### config.mk
export PLATFORM = sky130hd
export DESIGN_NAME = wb_spi_flash_flat
export DESIGN_NICKNAME = d
export VERILOG_FILES = /design/src/rtl/wb_spi_flash_if.sv /design/src/rtl/wb_spi_flash.sv /design/src/flat_wrapper.sv
export SDC_FILE = /design/constraint.sdc
export NUM_CORES = 1
export LEC_CHECK = 0
export ABC_CLOCK_PERIOD_IN_PS = 3600
export BUFFER_PORTS_ARGS = -buffer_cell sky130_fd_sc_hd__buf_2
export CORE_MARGIN = 2
export CORE_UTILIZATION = 25
export CTS_CLUSTER_SIZE = 10
export DETAILED_ROUTE_END_ITERATION = 8
export PLACE_DENSITY = 0.46
export SYNTH_ARGS = -nofsm -noshare
export SYNTH_HDL_FRONTEND = slang
export SYNTH_SLANG_ARGS = --single-unit
### constraint.sdc
create_clock -name clk_i -period 3.6 [get_ports clk_i]
set_input_delay 0.18 -clock clk_i [delete_from_list [all_inputs] [get_ports clk_i]]
set_output_delay 0.18 -clock clk_i [all_outputs]
set_load 0.03 [all_outputs]
### src/rtl/wb_spi_flash_if.sv
// rtl/wb_spi_flash_if.sv - Wishbone read port bundle for wb_spi_flash
interface wb_spi_flash_if #(
  parameter int ADRW = 24
);
  logic            cyc_i;
  logic            stb_i;
  logic            we_i;
  logic [ADRW-1:0] adr_i;
  logic [31:0]     dat_o;
  logic            ack_o;

  modport master (
    output cyc_i, stb_i, we_i, adr_i,
    input  dat_o, ack_o
  );

  modport slave (
    input  cyc_i, stb_i, we_i, adr_i,
    output dat_o, ack_o
  );
endinterface

### src/rtl/wb_spi_flash.sv
// rtl/wb_spi_flash.sv - read-only Wishbone responder fetching words from SPI NOR flash (READ 0x03, mode 0)
module wb_spi_flash #(
  parameter int CLKDIV = 1,
  parameter int ADRW   = 24
) (
  input  logic          clk_i,
  input  logic          rst_in,
  wb_spi_flash_if.slave wb,
  output logic          spi_cs_n_o,
  output logic          spi_sck_o,
  output logic          spi_mosi_o,
  input  logic          spi_miso_i
);
  // Divider counter doubles as the deselect-gap counter, so it must reach 2*CLKDIV.
  localparam int            CW       = $clog2(2 * CLKDIV + 1);
  localparam logic [CW-1:0] DIV_LAST = CW'(CLKDIV - 1);
  localparam logic [CW-1:0] GAP_LAST = CW'(2 * CLKDIV - 1);
  localparam logic [7:0]    CMD_READ = 8'h03;

  typedef enum logic [2:0] {
    S_IDLE,
    S_CMD,
    S_ADDR,
    S_DATA,
    S_ACK,
    S_GAP
  } state_t;

  state_t        state_q, state_d;
  logic [CW-1:0] div_q;
  logic [5:0]    bit_q;
  logic          start_q;
  logic [31:0]   tx_q;
  logic [31:0]   rx_q;
  logic [31:0]   dat_q;
  logic          ack_q;
  logic          cs_n_q;
  logic          sck_q;
  logic          mosi_q;

  logic active;
  logic req;
  logic rd_req;
  logic wr_req;
  logic abort;
  logic tick;
  logic bit_end;
  logic last_bit;
  logic unused_adr;

  // Byte-lane bits of the address never reach the flash; word reads only.
  assign unused_adr = ^wb.adr_i[1:0];

  assign active   = (state_q == S_CMD) || (state_q == S_ADDR) || (state_q == S_DATA);
  // A pending ack blocks re-acceptance of the same still-asserted write strobe.
  assign req      = (state_q == S_IDLE) && wb.cyc_i && wb.stb_i && !ack_q;
  assign rd_req   = req && !wb.we_i;
  assign wr_req   = req && wb.we_i;
  assign abort    = active && !wb.cyc_i;
  assign tick     = (div_q == DIV_LAST);
  // A bit finishes when its high phase expires; the start cycle has no bit yet.
  assign bit_end  = active && !start_q && tick && sck_q;
  assign last_bit = (bit_q == 6'd63);

  // FSM state register.
  always_ff @(posedge clk_i or negedge rst_in) begin
    if (!rst_in) begin
      state_q <= S_IDLE;
    end else begin
      state_q <= state_d;
    end
  end

  // Next-state: phase boundaries follow the bit counter, abort wins over everything.
  always_comb begin
    state_d = state_q;
    unique case (state_q)
      S_IDLE: begin
        if (rd_req) state_d = S_CMD;
      end
      S_CMD: begin
        if (abort)                       state_d = S_GAP;
        else if (bit_end && bit_q == 6'd7) state_d = S_ADDR;
      end
      S_ADDR: begin
        if (abort)                        state_d = S_GAP;
        else if (bit_end && bit_q == 6'd31) state_d = S_DATA;
      end
      S_DATA: begin
        if (abort)                 state_d = S_GAP;
        else if (bit_end && last_bit) state_d = S_ACK;
      end
      S_ACK: begin
        state_d = S_GAP;
      end
      S_GAP: begin
        if (div_q == GAP_LAST) state_d = S_IDLE;
      end
      default: begin
        state_d = S_IDLE;
      end
    endcase
  end

  // Serial engine: drives SCK/MOSI/CS, shifts MISO in, and produces the registered bus response.
  always_ff @(posedge clk_i or negedge rst_in) begin
    if (!rst_in) begin
      div_q   <= '0;
      bit_q   <= '0;
      start_q <= 1'b0;
      tx_q    <= '0;
      rx_q    <= '0;
      dat_q   <= '0;
      ack_q   <= 1'b0;
      cs_n_q  <= 1'b1;
      sck_q   <= 1'b0;
      mosi_q  <= 1'b0;
    end else begin
      ack_q <= 1'b0;
      if (wr_req) begin
        ack_q <= 1'b1;
      end else if (rd_req) begin
        tx_q    <= {CMD_READ, wb.adr_i[23:2], 2'b00};
        div_q   <= '0;
        bit_q   <= '0;
        start_q <= 1'b1;
      end else if (abort) begin
        cs_n_q  <= 1'b1;
        sck_q   <= 1'b0;
        mosi_q  <= 1'b0;
        start_q <= 1'b0;
        div_q   <= '0;
      end else if (active) begin
        if (start_q) begin
          // Select the flash and present the first command bit for the first low phase.
          cs_n_q  <= 1'b0;
          mosi_q  <= tx_q[31];
          start_q <= 1'b0;
        end else if (!tick) begin
          div_q <= div_q + CW'(1);
        end else begin
          div_q <= '0;
          if (!sck_q) begin
            sck_q <= 1'b1;
            if (state_q == S_DATA) rx_q <= {rx_q[30:0], spi_miso_i};
          end else begin
            sck_q <= 1'b0;
            if (last_bit) begin
              cs_n_q <= 1'b1;
              mosi_q <= 1'b0;
              ack_q  <= 1'b1;
              // First byte off the wire lands in the least significant lane.
              dat_q  <= {rx_q[7:0], rx_q[15:8], rx_q[23:16], rx_q[31:24]};
            end else begin
              bit_q  <= bit_q + 6'd1;
              // Zeros shift in behind the address, so MOSI rests low through DATA.
              mosi_q <= tx_q[30];
              tx_q   <= {tx_q[30:0], 1'b0};
            end
          end
        end
      end else if (state_q == S_GAP) begin
        div_q <= div_q + CW'(1);
      end
    end
  end

  assign wb.dat_o   = dat_q;
  assign wb.ack_o   = ack_q;
  assign spi_cs_n_o = cs_n_q;
  assign spi_sck_o  = sck_q;
  assign spi_mosi_o = mosi_q;
endmodule
### src/flat_wrapper.sv
// flat-port wrapper written by rule: the top's interface ports become plain ports
module wb_spi_flash_flat 
#(
  parameter int CLKDIV = 1,
  parameter int ADRW   = 24
)
  (clk_i, rst_in, spi_cs_n_o, spi_sck_o, spi_mosi_o, spi_miso_i, wb_cyc_i, wb_stb_i, wb_we_i, wb_adr_i, wb_dat_o, wb_ack_o);
  wb_spi_flash_if #(.ADRW(ADRW)) wb_i ();
  input  logic clk_i;
  input  logic rst_in;
  output logic spi_cs_n_o;
  output logic spi_sck_o;
  output logic spi_mosi_o;
  input  logic spi_miso_i;
  input wire logic [$bits(wb_i.cyc_i)-1:0] wb_cyc_i;
  input wire logic [$bits(wb_i.stb_i)-1:0] wb_stb_i;
  input wire logic [$bits(wb_i.we_i)-1:0] wb_we_i;
  input wire logic [$bits(wb_i.adr_i)-1:0] wb_adr_i;
  output wire logic [$bits(wb_i.dat_o)-1:0] wb_dat_o;
  output wire logic [$bits(wb_i.ack_o)-1:0] wb_ack_o;
  assign wb_i.cyc_i = wb_cyc_i;
  assign wb_i.stb_i = wb_stb_i;
  assign wb_i.we_i = wb_we_i;
  assign wb_i.adr_i = wb_adr_i;
  assign wb_dat_o = wb_i.dat_o;
  assign wb_ack_o = wb_i.ack_o;
  wb_spi_flash #(.CLKDIV(CLKDIV), .ADRW(ADRW)) u_core (.clk_i(clk_i), .rst_in(rst_in), .wb(wb_i), .spi_cs_n_o(spi_cs_n_o), .spi_sck_o(spi_sck_o), .spi_mosi_o(spi_mosi_o), .spi_miso_i(spi_miso_i));
endmodule
==> results.json <==
{
  "fin_crit_ps": 2340,
  "multi_input_area_sq_mm": 0.00181,
  "dieWidth_microns": 142,
  "synth_area_per_cell_sq_um": 13.5,
  "required_ps": 3880,
  "synth-compound-area-share_pct": 13.3,
  "place.port_buffers": 63,
  "drv_slew": 0,
  "synthDistinctLibCells": 50,
  "power_mw": 3.22,
  "comb_power_share_pct": 20.6,
  "drc": 0,
  "seq_power_share_pct": 50.2,
  "synth_top_family_by_area": "multiplexers",
  "layout-drive-gt1-share_pct": 37.3,
  "async_reset_ff_share_pct": 100,
  "ctsResizeCount": 0,
  "cts_root_buffer": "clkbuf_16",
  "sw_frac_of_total_pct": 29.8,
  "synth_area_leader_cell": "dfrtp_1",
  "synth_edf_count": 0,
  "synth_top_area_share_pct": 57.6,
  "routabilityCongestion": 0.736,
  "dieArea_sq_mm": 0.0201,
  "vias": 2916,
  "max_stage_delay_ps": 690,
  "fin_crit_sh_pct": 64.9,
  "crit_arrival_ps": 2620,
  "switchingPower_mw": 0.957,
  "cts_hold_repair.buffers": 0,
  "grt_overflow_total": 0,
  "clockBufferDepth": 2,
  "clk_pin_slew_ps": 70,
  "synthToLayoutAreaGrowth_pct": 16.7,
  "wl_per_cell_microns": 14.3,
  "dp_hpwl_microns": 6010,
  "grt_max_degree": 78,
  "drt-total-wl_microns": 9310,
  "fillers": 1912,
  "pin_count": 66,
  "grt_pass1_wl_microns": 15700,
  "drt_pass1_iterations": 4,
  "final_cell_mix": "dfrtp_1, mux2_2, buf_2",
  "cts_buffers": 9,
  "dpl_cell_area_sq_mm": 0.00525,
  "vias_per_cell": 4.49,
  "synth.cell_area_sq_mm": 0.00474,
  "cp-end-kind": "register",
  "setup_violations": 0,
  "crit_chain": "inv_1, ha_1, nand4b_1, a211oi_4, buf_4, nor2_2, mux2_2",
  "ys_seq_area_share_pct": 58.2,
  "syn_nets": 384,
  "path_class": "reg2reg",
  "fin_area_sq_mm": 0.00553,
  "yosys_warnings": 0,
  "regArea_sq_mm": 0.00275,
  "cts.sinks": 110,
  "rows": 50,
  "p_clk_share_pct": 29.2,
  "diodes": 0,
  "leakagePower_nw": 2.86,
  "synthCells": 350,
  "clkLatencyLatePin_ps": 350,
  "synth_area_leaders": "dfrtp_1, mux2_2, a22o_1",
  "p_int_mw": 2.26,
  "final_common_cell": "dfrtp_1",
  "dp_slack_ps": 1240,
  "cp-start-kind": "register",
  "ys_ff_latch": 110,
  "rsz0062_at_grt": "false",
  "cap_violations": 0,
  "skew_ps": 11.1,
  "critPathMaxFanout": 22,
  "status": "finished clean",
  "ys.flop_type": "dfrtp_1",
  "maxSlewHeadroom_pct": 32.3,
  "synthAdderAreaFrac_pct": 1.27,
  "hold_class": "in2async",
  "htree_levels": 3,
  "ant_nets": 0,
  "antenna_found_initial": 0,
  "core_sq_mm": 0.0186,
  "dr.first_iter.drc_count": 186,
  "synthXorXnorAreaFrac_pct": 0.370,
  "hold_violations": 0,
  "synthSimpleGateAreaFrac_pct": 6.45,
  "p_per_area_mw_per_mm2": 582,
  "cts_setup_buffers": 0,
  "cts_tree": "built",
  "fin_ws_ps": 1260,
  "die_h_microns": 142,
  "crit_path_top_delay_cell": "nor2_2",
  "worst_pin_slew_ps": 1020,
  "synthMuxAreaShare_pct": 16.8,
  "grt_pass1_vias": 3008,
  "track_usage_pct": 9.91,
  "finalSetupTns_ps": 0,
  "fmax_mhz": 428,
  "finalNetCount": 444,
  "start_util_pct": 25.4,
  "vdd_drop_max_mv": 0.242
}
==> metal layers <==
metal  global-route usage, %  routed length, microns  vias to the layer above
met2                    16.0                    4450                       55
met1                    12.2                    4140                     1466
li1                        -                       -                     1385
met3                    3.85                     580                       10
met5                       0                       0                        -
met4                    3.32                     134                        0
==> metrics by stage <==
step | hold WS [ps] | util (%) | cells
2_1_floorplan | -116 | - | 350
3_3_place_gp | 409 | 28.2 | 633
3_5_place_dp | 405 | 28.2 | 633
4_1_cts | 35.6 | 29.7 | 649
5_1_grt | 37.7 | 29.7 | 649
6_report | 1.97 | 29.7 | 649
==> registers in the layout, summed over array words and instances, names as in the netlist <==
| register | flops |
|---|---|
| u_core.tx_q | 30 |
| u_core.wb.dat_o | 32 |
| u_core.div_q | 2 |
| u_core.spi_mosi_o | 1 |
| u_core.wb.ack_o | 1 |
| u_core.spi_sck_o | 1 |
| u_core.bit_q | 6 |
| u_core.start_q | 1 |
| u_core.rx_q | 32 |
| u_core.spi_cs_n_o | 1 |
| u_core.state_q | 3 |
==> power by group through the flow <==
stage | registers, mW | clock network (mW) | logic [mW]
global route | 1.65 | 1.05 | 0.748
CTS | 1.61 | 0.996 | 0.677
floorplan | 1.59 | 0 | 0.569
finish | 1.61 | 0.940 | 0.663
global placement | 1.63 | 0 | 0.645
detailed placement | 1.64 | 0 | 0.673
==> worst paths after layout <==
check | start | to | slack, ps | cells after the start
setup reg to reg | u_core.div_q[0]$_DFFE_PN0P_ | u_core.bit_q[0]$_DFFE_PN0P_ | 1260 | 7
max in group asynchronous | rst_in | u_core.wb.dat_o[0]$_DFFE_PN0P_ | 2740 | 2
hold / removal | rst_in | u_core.tx_q[11]$_DFFE_PN0P_ | 2 | 1
min in group clk_i | wb_adr_i[2] | u_core.tx_q[2]$_DFFE_PN0P_ | 50 | 3
hold reg to reg | u_core.tx_q[16]$_DFFE_PN0P_ | u_core.tx_q[16]$_DFFE_PN0P_ | 480 | 1
setup / recovery | u_core.div_q[0]$_DFFE_PN0P_ | u_core.bit_q[0]$_DFFE_PN0P_ | 1260 | 7
==> kinds of logic (layout without fill, tap and decap cells) <==
family                     Yosys count  count (layout)
xor gates and xnor gates             2               2
and+or+nand+nor                     55              55
AOI/OAI and AO/OA                   80              80
buffers and inverters               27              92
adders and majority gates            5               5
DFF                                110             110
muxes                               71              71
==> worst max-delay path, delay by kind of cell, from the launching register on <==
family                     cells  cell delay, ps
AOI/OAI and AO/OA              1              50
adders and majority gates      1             250
buffers and inverters          2             290
DFF                            1             410
muxes                          1             290
and+or+nand+nor                2             960
==> Yosys cell counts, types with 4 or more instances <==
master and n:
a21o_1 21, ha_1 4, mux2_1 4, buf_2 9, mux2_2 63, nor2_1 6
nand2_1 25, a22o_1 22, mux2i_1 4, dfrtp_1 109, buf_6 7, inv_1 6
o21ai_0 14, a21oi_1 7
==> final cells by class <==
class | instances | area share [%]
clock buffer | 13 | 4.53
clock inverter | 3 | 0.521
inverter | 6 | 0.407
multi-input combinational | 213 | 32.7
sequential | 110 | 49.8
tap | 234 | 5.30
timing repair buffer | 70 | 6.70
Power figures use the tool's default switching activity.
